==> src/rtl/alu_share_arbiter.sv <==
// alu_share_arbiter
//   Shares one external combinational ALU between two valid/ready requesters.
//   A round-robin arbiter picks one request at a time. The operands are
//   registered and presented to the ALU for one EXEC cycle. The ALU result
//   and flags are then captured and held in HOLD until the consumer takes them.
//
// Ports
//   clk, rst                    rising-edge clock, synchronous active-high reset
//   req0_* / req1_*             requester handshakes (valid/ready) plus op and operands
//   alu_op/alu_rs1/alu_rs2      operands driven to the ALU from registers
//   alu_rd/alu_zero/alu_overflow  ALU outputs, sampled at the end of EXEC
//   resp_valid/resp_ready       result handshake toward the consumer
//   resp_id/resp_rd/resp_zero/resp_overflow  registered result and owner id
module alu_share_arbiter #(
  parameter int DWIDTH = 32
) (
  input  logic              clk,
  input  logic              rst,
  input  logic              req0_valid,
  output logic              req0_ready,
  input  logic [3:0]        req0_op,
  input  logic [DWIDTH-1:0] req0_rs1,
  input  logic [DWIDTH-1:0] req0_rs2,
  input  logic              req1_valid,
  output logic              req1_ready,
  input  logic [3:0]        req1_op,
  input  logic [DWIDTH-1:0] req1_rs1,
  input  logic [DWIDTH-1:0] req1_rs2,
  output logic [3:0]        alu_op,
  output logic [DWIDTH-1:0] alu_rs1,
  output logic [DWIDTH-1:0] alu_rs2,
  input  logic [DWIDTH-1:0] alu_rd,
  input  logic              alu_zero,
  input  logic              alu_overflow,
  output logic              resp_valid,
  input  logic              resp_ready,
  output logic              resp_id,
  output logic [DWIDTH-1:0] resp_rd,
  output logic              resp_zero,
  output logic              resp_overflow
);

  typedef enum logic [1:0] {
    IDLE = 2'b00,
    EXEC = 2'b01,
    HOLD = 2'b10
  } state_t;

  state_t            state_q, state_d;
  logic              last_grant_q, last_grant_d;
  logic [3:0]        op_q, op_d;
  logic [DWIDTH-1:0] rs1_q, rs1_d;
  logic [DWIDTH-1:0] rs2_q, rs2_d;
  logic              owner_q, owner_d;
  logic              resp_valid_q, resp_valid_d;
  logic              resp_id_q, resp_id_d;
  logic [DWIDTH-1:0] resp_rd_q, resp_rd_d;
  logic              resp_zero_q, resp_zero_d;
  logic              resp_overflow_q, resp_overflow_d;

  logic grant0_s;
  logic grant1_s;
  logic can_accept_s;
  logic accept_s;

  // Round-robin arbitration: on a tie the requester that did not win last time is granted.
  always_comb begin
    grant0_s = 1'b0;
    grant1_s = 1'b0;
    if (req0_valid && req1_valid) begin
      if (last_grant_q) begin
        grant0_s = 1'b1;
      end else begin
        grant1_s = 1'b1;
      end
    end else if (req0_valid) begin
      grant0_s = 1'b1;
    end else if (req1_valid) begin
      grant1_s = 1'b1;
    end else begin
      grant0_s = 1'b0;
      grant1_s = 1'b0;
    end
  end

  // Acceptance window: idle, or HOLD while the result is being taken (no bubble).
  always_comb begin
    can_accept_s = 1'b0;
    case (state_q)
      IDLE:    can_accept_s = 1'b1;
      HOLD:    can_accept_s = resp_ready;
      default: can_accept_s = 1'b0;
    endcase
  end

  assign accept_s   = (grant0_s | grant1_s) & can_accept_s;
  assign req0_ready = grant0_s & can_accept_s;
  assign req1_ready = grant1_s & can_accept_s;

  // Next-state, operand capture and result capture.
  always_comb begin
    state_d         = state_q;
    last_grant_d    = last_grant_q;
    op_d            = op_q;
    rs1_d           = rs1_q;
    rs2_d           = rs2_q;
    owner_d         = owner_q;
    resp_valid_d    = resp_valid_q;
    resp_id_d       = resp_id_q;
    resp_rd_d       = resp_rd_q;
    resp_zero_d     = resp_zero_q;
    resp_overflow_d = resp_overflow_q;

    case (state_q)
      IDLE: begin
        if (accept_s) begin
          state_d = EXEC;
        end else begin
          state_d = IDLE;
        end
      end
      EXEC: begin
        // The ALU has been looking at the operand registers for a full cycle.
        state_d         = HOLD;
        resp_valid_d    = 1'b1;
        resp_id_d       = owner_q;
        resp_rd_d       = alu_rd;
        resp_zero_d     = alu_zero;
        resp_overflow_d = alu_overflow;
      end
      HOLD: begin
        if (resp_ready) begin
          resp_valid_d = 1'b0;
          if (accept_s) begin
            state_d = EXEC;
          end else begin
            state_d = IDLE;
          end
        end else begin
          state_d = HOLD;
        end
      end
      default: begin
        state_d      = IDLE;
        resp_valid_d = 1'b0;
      end
    endcase

    if (accept_s) begin
      last_grant_d = grant1_s;
      owner_d      = grant1_s;
      if (grant1_s) begin
        op_d  = req1_op;
        rs1_d = req1_rs1;
        rs2_d = req1_rs2;
      end else begin
        op_d  = req0_op;
        rs1_d = req0_rs1;
        rs2_d = req0_rs2;
      end
    end else begin
      last_grant_d = last_grant_q;
      owner_d      = owner_q;
    end
  end

  // State and datapath registers; reset discards any in-flight operation.
  always_ff @(posedge clk) begin
    if (rst) begin
      state_q         <= IDLE;
      last_grant_q    <= 1'b1;
      op_q            <= 4'b0000;
      rs1_q           <= {DWIDTH{1'b0}};
      rs2_q           <= {DWIDTH{1'b0}};
      owner_q         <= 1'b0;
      resp_valid_q    <= 1'b0;
      resp_id_q       <= 1'b0;
      resp_rd_q       <= {DWIDTH{1'b0}};
      resp_zero_q     <= 1'b0;
      resp_overflow_q <= 1'b0;
    end else begin
      state_q         <= state_d;
      last_grant_q    <= last_grant_d;
      op_q            <= op_d;
      rs1_q           <= rs1_d;
      rs2_q           <= rs2_d;
      owner_q         <= owner_d;
      resp_valid_q    <= resp_valid_d;
      resp_id_q       <= resp_id_d;
      resp_rd_q       <= resp_rd_d;
      resp_zero_q     <= resp_zero_d;
      resp_overflow_q <= resp_overflow_d;
    end
  end

  // The ALU sees the operand registers at all times, so it holds its last values outside EXEC.
  assign alu_op        = op_q;
  assign alu_rs1       = rs1_q;
  assign alu_rs2       = rs2_q;
  assign resp_valid    = resp_valid_q;
  assign resp_id       = resp_id_q;
  assign resp_rd       = resp_rd_q;
  assign resp_zero     = resp_zero_q;
  assign resp_overflow = resp_overflow_q;

endmodule

==> config.mk <==
export PLATFORM = sky130hd
export DESIGN_NAME = alu_share_arbiter
export DESIGN_NICKNAME = d
export VERILOG_FILES = /design/src/rtl/alu_share_arbiter.sv
export SDC_FILE = /design/constraint.sdc
export NUM_CORES = 1
export LEC_CHECK = 0
export CORE_MARGIN = 2
export CORE_UTILIZATION = 37
export CTS_CLUSTER_DIAMETER = 50
export DETAILED_ROUTE_END_ITERATION = 10
export PLACE_DENSITY_LB_ADDON = 0.25
export SYNTH_ARGS = -nofsm -noshare
export SYNTH_HDL_FRONTEND = slang
export SYNTH_SLANG_ARGS = --single-unit
==> constraint.sdc <==
create_clock -name clk -period 1.75 [get_ports clk]
set_input_delay 0.175 -clock clk [delete_from_list [all_inputs] [get_ports clk]]
set_output_delay 0.175 -clock clk [all_outputs]
set_load 0.02 [all_outputs]
==> impl_metrics.yaml <==
floorplan:
  die-height_um: 114
  die_area_um2: 13000
  pin_count: 281
  die_width_um: 114
  start_util_pct: 37.5
  fp-row-count: 40
  core_um2: 11900
route:
  wirelength_um: 15600
  via_per_inst: 5.38
  detail-route-antenna-nets: 0
  routedWlPerCell_um: 17.2
  drt_pass1_iterations: 6
  num_vias: 4866
  drt_iter0_markers: 263
  drcViolationCount: 0
grt:
  antenna_found_initial: 0
  grt_usage_pct: 22.9
  grt_pass1_wl_um: 23700
  grt_max_degree: 70
  gr-total-overflow: 0
  grt_pass1_vias: 4692
clock_network:
  cts_tree: "yes"
  clk_path_buf_depth: 2
  clock_latency_ps: 340
  cts_setup_buffers: 0
  cts_root_buf: "clkbuf_16"
  clock-sinks: 108
  cts.reportedPaths.clkPinSlew_ps: 70
  cts_buffers: 9
  htreeDepth: 3
setup_path:
  worstSetupPathType: "reg -> out"
  startpoint: "state_q[0]"
  cp.arrival_ps: 1510
  cp-end-kind: "output port"
  cp_max_fo: 3
  r2r_start: "last_grant_q"
  critPathLaunchType: "flip-flop"
  crit_required_ps: 1570
synthesis:
  ys_ff_latch: 108
  yosysSeqAreaShare_pct: 48.4
  yosysWarnings: 0
  synth_ff_type: "dfxtp_1"
  mappedNetlistArea_um2: 4470
  syn_nets: 672
  synthCells: 497
  yosysUniqueCellTypes: 24
  synth_edf_count: 0
  synthArstFlopShare_pct: 0
  avgSynthCellArea_um2: 8.99
sta:
  min_period_ps: 1690
  finalCritPeriodShare_pct: 96.6
  hold_viol_final: 0
  whs_ps: 362
  max_slew.worst_pin.slew_ps: 667
  maxSlewViolCount: 0
  maxSlewHeadroom_pct: 55.5
  rsz0062_at_grt: "no"
  setup-tns-final_ps: 0
  setup_viol: 0
  fin_skew_ps: 6.05
  fmax_mhz: 592
finish:
  fill_cells: 991
  antenna_cells: 0
  syn_to_final_growth_pct: 74.0
  final_common_cell: "clkdlybuf4s50_1"
  finalNonFillerCells: 905
  drive_gt1_share_pct: 6.20
  final_nets: 928
  final_cell_mix: "clkdlybuf4s50_1 (277), dfxtp_1 (108), inv_1 (72)"
min_path:
  hp-class: "in -> reg"
  hold_start: "rst"
power:
  cellLeakagePower_uw: 0.00281
  total_power_uw: 6930
  peakVddDrop_mv: 0.546
  power_density_nw_per_um2: 891
place:
  dp.cells: 889
  place.gp.congestion: 0.776
  dp_hpwl_um: 11100
  io_buffers: 280
job:
  max-cap-violations: 0
run_status:
  status: "completed"
## timing repair
item / CTS / global route
endpoints found under the setup margin: 2 / 1
hold buffers: 0 / 0
resized for setup: 2 / 1
## synthesized netlist by cell type (2+ instances only)
library cell  count  share of area [%]
nor2_1            4               0.34
a21oi_1          36                4.0
inv_1            72                6.1
clkbuf_1         23                1.9
buf_2            30                3.4
nor2b_1           2               0.28
buf_6             2               0.50
a221oi_1         68                 13
dfxtp_1         108                 48
o32ai_1          68                 13
nand2_1          70                5.9
buf_1             2               0.17
## state kept, by name (all words and copies together) (netlist names)
register       cells
alu_rs1           32
alu_rs2           32
last_grant_q       1
alu_op             4
resp_id            1
resp_valid         1
resp_zero          1
resp_overflow      1
owner_q            1
resp_rd           32
state_q            2
## path summary, 6_finish.rpt
check | depth (start not counted) | slack [ps] | to
setup / recovery | 4 | 60 | req0_ready
hold / removal | 2 | 360 | state_q[1]
setup reg to reg | 5 | 230 | alu_rs2[13]
hold reg to reg | 2 | 450 | resp_id
## critical path, cell delays in order, from the launching register on
cell	delay (ps)
dfxtp_1	330
inv_1	130
o21ai_0	150
nor3_1	230
clkdlybuf4s15_1	340
## cells by family (layout without fill, tap and decap cells)
logic type,count (synthesis),after routing,share of synthesized area [%]
AO/OA/AOI/OAI,181,181,32.7
AND/OR/NAND/NOR,78,78,6.75
buffers and inverters,130,391,12.1
flip-flops,108,108,48.4
## layer usage
| layer | GRT usage [%] | vias to the layer above | share of wire [%] |
|---|---|---|---|
| met4 | 11.0 | 0 | 3.7 |
| met2 | 38.7 | 225 | 49 |
| met1 | 27.8 | 2257 | 39 |
| met3 | 5.10 | 36 | 7.5 |
| met5 | 0 | - | 0 |
| li1 | - | 2348 | - |
## report_power, final
part	leakage (µW)	switching [µW]	internal, µW
clock network	0.000145	954	1140
logic	0.00177	957	1060
registers	0.000894	123	2700
total	0.00281	2030	4890
## layout make-up
type | instances | area [µm²] | share of cell area [%]
well taps | 147 | 184 | 2.37
clock buffers | 9 | 225 | 2.90
inverters | 73 | 274 | 3.53
repair buffers | 302 | 3050 | 39.3
flip-flops and latches | 108 | 2160 | 27.8
multi-input cells | 259 | 1790 | 23.1
clock inverters | 7 | 82.6 | 1.06
## metrics by stage
step | instance area, µm² | utilization (%) | worst slack (ps)
5_1_grt | 7770 | 65.3 | 6.50
3_5_place_dp | 7470 | 62.7 | -54.1
3_3_place_gp | 7470 | 62.7 | -19.1
2_1_floorplan | 4470 | - | 455
6_report | 7770 | 65.3 | 60.3
4_1_cts | 7770 | 65.2 | 41.5
Note: power is estimated with default switching activity, not from simulation.
